$ cat config.mk
export PLATFORM = sky130hd
export DESIGN_NAME = mul
export DESIGN_NICKNAME = d
export VERILOG_FILES = /design/src/rtl/mul.sv
export SDC_FILE = /design/constraint.sdc
export NUM_CORES = 2
export LEC_CHECK = 0
export CORE_MARGIN = 5
export CORE_UTILIZATION = 55
export CTS_CLUSTER_SIZE = 20
export DETAILED_ROUTE_END_ITERATION = 10
export PLACE_DENSITY = 0.72
export SYNTH_ARGS = -nofsm -noshare
export SYNTH_HDL_FRONTEND = slang
export SYNTH_SLANG_ARGS = --single-unit
$ cat constraint.sdc
create_clock -name clk -period 0.95 [get_ports clk]
set_input_delay 0.2375 -clock clk [delete_from_list [all_inputs] [get_ports clk]]
set_output_delay 0.2375 -clock clk [all_outputs]
set_load 0.01 [all_outputs]
$ cat src/rtl/mul.sv
// Single-cycle IEEE-754 binary32 multiplier with a registered result.
// Subnormal inputs read as zero and results that underflow flush to zero.
// Every NaN result is the canonical quiet NaN. round_cfg picks the rounding
// mode for finite results: 0 = round to nearest even, 1 = truncate.
module mul (
    input  logic        clk,
    input  logic        rst,
    input  logic        en,
    input  logic        round_cfg,
    input  logic [31:0] flout_a,
    input  logic [31:0] flout_b,
    output logic [31:0] flout_c
);

    logic        sign_a, sign_b, sign_c;
    logic [7:0]  exp_a, exp_b;
    logic [22:0] frac_a, frac_b;

    logic        zero_a, zero_b, inf_a, inf_b, nan_a, nan_b;

    logic [23:0]       mant_a, mant_b;
    logic [47:0]       prod;
    logic signed [9:0] exp_sum;

    logic [22:0]       kept;
    logic              guard, rnd, sticky;
    logic signed [9:0] exp_norm;

    logic              round_up;
    logic [23:0]       rounded;
    logic signed [9:0] exp_final;
    logic [22:0]       frac_final;

    logic [31:0] next_c;

    assign sign_a = flout_a[31];
    assign sign_b = flout_b[31];
    assign exp_a  = flout_a[30:23];
    assign exp_b  = flout_b[30:23];
    assign frac_a = flout_a[22:0];
    assign frac_b = flout_b[22:0];
    assign sign_c = sign_a ^ sign_b;

    // An exponent field of zero covers true zero and also subnormals, which are read as zero.
    assign zero_a = (exp_a == 8'h00);
    assign zero_b = (exp_b == 8'h00);
    assign inf_a  = (exp_a == 8'hFF) && (frac_a == 23'd0);
    assign inf_b  = (exp_b == 8'hFF) && (frac_b == 23'd0);
    assign nan_a  = (exp_a == 8'hFF) && (frac_a != 23'd0);
    assign nan_b  = (exp_b == 8'hFF) && (frac_b != 23'd0);

    // Form the full product of the two significands, each with its hidden one.
    // The exponent is kept signed and 10 bits wide, so both overflow and
    // underflow can be seen after normalization and rounding.
    assign mant_a  = {1'b1, frac_a};
    assign mant_b  = {1'b1, frac_b};
    assign prod    = 48'(mant_a) * 48'(mant_b);
    assign exp_sum = $signed({2'b00, exp_a}) + $signed({2'b00, exp_b}) - 10'sd127;

    // Normalize the product to 1.x and split off the guard, round and sticky bits.
    always_comb begin
        kept     = prod[45:23];
        guard    = prod[22];
        rnd      = prod[21];
        sticky   = |prod[20:0];
        exp_norm = exp_sum;
        if (prod[47]) begin
            kept     = prod[46:24];
            guard    = prod[23];
            rnd      = prod[22];
            sticky   = |prod[21:0];
            exp_norm = exp_sum + 10'sd1;
        end
    end

    // Round to nearest even, or truncate.
    // A carry out of the fraction moves the result to 1.0 at the next exponent.
    assign round_up   = ~round_cfg & guard & (rnd | sticky | kept[0]);
    assign rounded    = {1'b0, kept} + {23'd0, round_up};
    assign exp_final  = rounded[23] ? (exp_norm + 10'sd1) : exp_norm;
    assign frac_final = rounded[23] ? 23'd0 : rounded[22:0];

    // Special operands take priority.
    // After them, finite results that overflow or underflow are clamped.
    always_comb begin
        next_c = {sign_c, exp_final[7:0], frac_final};
        if (nan_a || nan_b || (inf_a && zero_b) || (inf_b && zero_a)) begin
            next_c = 32'h7FC00000;
        end else if (inf_a || inf_b) begin
            next_c = {sign_c, 8'hFF, 23'd0};
        end else if (zero_a || zero_b) begin
            next_c = {sign_c, 31'd0};
        end else if (exp_final >= 10'sd255) begin
            next_c = round_cfg ? {sign_c, 8'hFE, 23'h7FFFFF} : {sign_c, 8'hFF, 23'd0};
        end else if (exp_final <= 10'sd0) begin
            next_c = {sign_c, 31'd0};
        end
    end

    // The result register loads on each enabled edge. Reset clears it at any time.
    always_ff @(posedge clk or negedge rst) begin
        if (!rst) begin
            flout_c <= 32'h00000000;
        end else if (en) begin
            flout_c <= next_c;
        end
    end

endmodule

==> impl_results.html <==
<table>
<tr><th>Metric</th><th>Value</th></tr>
<tr><th colspan="2">Yosys</th></tr>
<tr><td>Dominant cells by area after synthesis</td><td>fa_1 42%, ha_1 10%, inv_1 10%</td></tr>
<tr><td>Syn. warnings</td><td>0</td></tr>
<tr><td>Net count of the mapped netlist</td><td>3535</td></tr>
<tr><td>Xor-xnor portion of the synthesized cell area</td><td>0.03084</td></tr>
<tr><td>Share of flip-flops with an asynchronous set or reset</td><td>1.000</td></tr>
<tr><td>Portion of synthesized cell area occupied by the leading cell type</td><td>0.4152</td></tr>
<tr><td>Combinational family with the most area after synthesis</td><td>adder cells</td></tr>
<tr><td>Compound-gate portion of the synthesized area</td><td>0.09036</td></tr>
<tr><td>Cell area after synthesis</td><td>23290 um^2</td></tr>
<tr><td>Cell types with the highest counts after synthesis</td><td>624 x inv_1, 483 x fa_1, 355 x nand2_1, 249 x and2_1, 191 x ha_1</td></tr>
<tr><td>Synthesized-area fraction occupied by adder cells</td><td>0.5178</td></tr>
<tr><td>Number of standard cells after synthesis</td><td>2793</td></tr>
<tr><td>Dominant cell by count in the synthesized netlist</td><td>inv_1</td></tr>
<tr><td>Average footprint of a synthesized cell</td><td>8.339 um^2</td></tr>
<tr><td>Synth Area in Simple Gates</td><td>0.1952</td></tr>
<tr><td>Mux contribution to synthesized area</td><td>0.005372</td></tr>
<tr><td>Number of storage elements in the synthesis netlist</td><td>32</td></tr>
<tr><td>Number of flops mapped to enable cells by yosys</td><td>0</td></tr>
<tr><td>Netlist cell types</td><td>78</td></tr>
<tr><td>Area leader, netlist</td><td>fa_1</td></tr>
<tr><td>Dominant synthesized flop cell</td><td>dfrtp_1</td></tr>
<tr><td>Seq/Total Area, Yosys</td><td>0.03438</td></tr>
<tr><th colspan="2">Timing</th></tr>
<tr><td>Hold Vio Cnt, Final</td><td>0</td></tr>
<tr><td>Slew @ Worst Pin</td><td>0.6360 ns</td></tr>
<tr><td>Final number of setup-violating endpoints</td><td>64</td></tr>
<tr><td>RSZ-0062 raised after global routing</td><td>yes</td></tr>
<tr><td>Share of the clock period used by the worst path after layout</td><td>9.343</td></tr>
<tr><td>Post-route minimum period</td><td>8.876 ns</td></tr>
<tr><td>Highest Clock Rate</td><td>0.1127 GHz</td></tr>
<tr><td>Post-route clock skew</td><td>0 ns</td></tr>
<tr><td>Max-slew violations</td><td>0</td></tr>
<tr><td>Worst Hold Margin</td><td>0.3170 ns</td></tr>
<tr><td>Aggregate negative setup slack</td><td>-245.52 ns</td></tr>
<tr><td>Min setup slack post-route</td><td>-7.926 ns</td></tr>
<tr><td>Slew headroom</td><td>0.5704</td></tr>
<tr><th colspan="2">Clocking</th></tr>
<tr><td>CTS tree</td><td>built</td></tr>
<tr><td>CTS Buf Count</td><td>5</td></tr>
<tr><td>Clock latency of the later-clocked register in the worst-skew pair</td><td>0.29 ns</td></tr>
<tr><td>Clock root buffer</td><td>clkbuf_16</td></tr>
<tr><td>Htree depth</td><td>2</td></tr>
<tr><td>Number of sinks driven by the clock tree</td><td>32</td></tr>
<tr><td>Number of hold-repair buffers added at the cts stage</td><td>0</td></tr>
<tr><td>Clock-pin slew reported for the worst setup and hold paths after clock tree synthesis</td><td>0.05 ns</td></tr>
<tr><td>Buffers from clock root to sink, at most</td><td>2</td></tr>
<tr><th colspan="2">Worst setup path</th></tr>
<tr><td>Critical path endpoint category</td><td>flip-flop</td></tr>
<tr><td>Data required time of the critical path</td><td>1.09 ns</td></tr>
<tr><td>Crit-path max FO</td><td>14</td></tr>
<tr><td>Cell at the slowest stage of the critical path</td><td>fa_1</td></tr>
<tr><td>Buffers &amp; Inverters on Critical Path</td><td>10</td></tr>
<tr><td>Critical path startpoint category</td><td>input pin</td></tr>
<tr><td>Critical path arrival</td><td>9.02 ns</td></tr>
<tr><td>CP top delay family</td><td>adder cells</td></tr>
<tr><td>Worst Setup Path Type</td><td>input pin to flip-flop</td></tr>
<tr><td>Critical Path Most Common Cell</td><td>fa_1</td></tr>
<tr><td>Largest stage delay on the critical path</td><td>0.54 ns</td></tr>
<tr><th colspan="2">Global routing</th></tr>
<tr><td>Largest net degree at the start of global routing</td><td>34</td></tr>
<tr><td>Wire length of the first global-routing pass</td><td>127.3 mm</td></tr>
<tr><td>Number of global-route vias before repair</td><td>24330</td></tr>
<tr><td>Global-route usage over all layers</td><td>0.3402</td></tr>
<tr><td>Antenna violations before repair</td><td>0</td></tr>
<tr><td>Grt total ovfl</td><td>0</td></tr>
<tr><th colspan="2">Worst hold path</th></tr>
<tr><td>Type of the worst min-delay path</td><td>input pin to asynchronous set/reset pin</td></tr>
<tr><th colspan="2">Finish</th></tr>
<tr><td>Post-synthesis to final-layout area growth</td><td>36.09%</td></tr>
<tr><td>Cell Count, Final, Fillers Out</td><td>3951</td></tr>
<tr><td>Regs by FF count</td><td>flout_c x32</td></tr>
<tr><td>Fraction of layout instances using a drive strength above 1</td><td>0.3067</td></tr>
<tr><td>Largest Register</td><td>flout_c</td></tr>
<tr><td>Number of flip-flops under the largest register name</td><td>32</td></tr>
<tr><td>Summed area of non-filler cells in the final layout</td><td>31690 um^2</td></tr>
<tr><td>Layout filler cell count</td><td>2772</td></tr>
<tr><td>NumNets Final</td><td>4152</td></tr>
<tr><th colspan="2">Run status</th></tr>
<tr><td>Failing checks</td><td>design-rule violations, negative setup slack</td></tr>
<tr><td>Status</td><td>complete, but fails checks</td></tr>
<tr><th colspan="2">Floorplan</th></tr>
<tr><td>Initial core utilization</td><td>0.5552</td></tr>
<tr><td># rows</td><td>75</td></tr>
<tr><td>Area of the placeable core</td><td>41950 um^2</td></tr>
<tr><td>Floorplan die height</td><td>215.8 um</td></tr>
<tr><td>Die width</td><td>215.8 um</td></tr>
<tr><td>Number of top-level pins</td><td>100</td></tr>
<tr><td>Die area</td><td>46560 um^2</td></tr>
<tr><th colspan="2">Routing</th></tr>
<tr><td>Average routed wire per standard cell</td><td>20.75 um</td></tr>
<tr><td>Iteration count of the initial detailed-routing pass</td><td>10</td></tr>
<tr><td>Vias</td><td>22390</td></tr>
<tr><td>Remaining routing DRC violations</td><td>2</td></tr>
<tr><td>Post-Route WL</td><td>81.99 mm</td></tr>
<tr><td>DRT antenna net count</td><td>0</td></tr>
<tr><td>Detail-routed via count per cell</td><td>5.666</td></tr>
<tr><td>DRC violation total after the first TritonRoute iteration</td><td>2041</td></tr>
<tr><th colspan="2">Placed design</th></tr>
<tr><td>HPWL after DPL</td><td>62.31 mm</td></tr>
<tr><td>Placement-stage cell area</td><td>28890 um^2</td></tr>
<tr><td>Quantity of I/O buffers inserted on ports</td><td>99</td></tr>
<tr><td>Final Wtd Congestion</td><td>0.9813</td></tr>
<tr><td>Number of placed cells counting well taps</td><td>3812</td></tr>
<tr><th colspan="2">Flow run</th></tr>
<tr><td>Max-cap viol count</td><td>0</td></tr>
</table>
## kinds of logic after synthesis
logic type,count (synthesis)
simple gates,914
fa+ha+maj,674
flops,32
buf+inv,765
xor+xnor,82
compound gates,314
mux,12
## layout by cell type, fill, tap and decap left out, drive strengths merged, types with 45 or more instances in the layout
cell / netlist / layout
nand2: 357 / 357
inv: 624 / 622
ha: 191 / 191
nor2: 115 / 116
fa: 483 / 483
and2: 249 / 249
nor3: 45 / 45
o21ai: 70 / 70
buf: 22 / 693
a21oi: 102 / 102
xnor2: 50 / 50
## per-stage QoR
step / utilization / setup WS, ns
after floorplan: - / -7.729
after global placement: 0.6888 / -8.733
after detailed placement: 0.6888 / -8.786
after CTS: 0.7348 / -7.899
after global routing: 0.7555 / -8.106
final: 0.7556 / -7.926
## worst paths after layout
kind,from,end,slack (ns),cells past startpoint
max,flout_a[13],flout_c[22],-7.93,33
min,rst,flout_c[30],0.32,2
max in group asynchronous,rst,flout_c[5],0.44,2
max reg2reg,flout_c[22],flout_c[22],-0.17,3
min in group clk,flout_c[21],flout_c[21],0.55,2
min reg2reg,flout_c[21],flout_c[21],0.55,2
## final cells by class
cell class	count	area [um^2]	share of cell area
multi-input combinational	1997	20850	0.6578
timing repair buffer	747	6804	0.2147
clock buffer	7	152.6	0.004816
inverter	627	2381	0.07513
antenna	1	2.502	0.00007895
tap	539	674.4	0.02128
clock inverter	1	30.03	0.0009475
sequential	32	802.0	0.02530
## repair_timing
| action | CTS | global route |
|---|---|---|
| cloned | 21 | 2 |
| resized for setup | 449 | 235 |
| setup endpoints to repair | 64 | 64 |
| setup buffers | 84 | 27 |
| pin swaps | 72 | 116 |
## layer usage
metal,up-vias,share of wire,track usage
li1,9793,-,-
met3,365,0.088,0.06628
met4,0,0.070,0.1726
met1,11010,0.36,0.4104
met2,1219,0.49,0.5825
met5,-,0,0
Power is not shown: default switching activity piles up to over one toggle a cycle in this logic, so the estimate is an artifact.
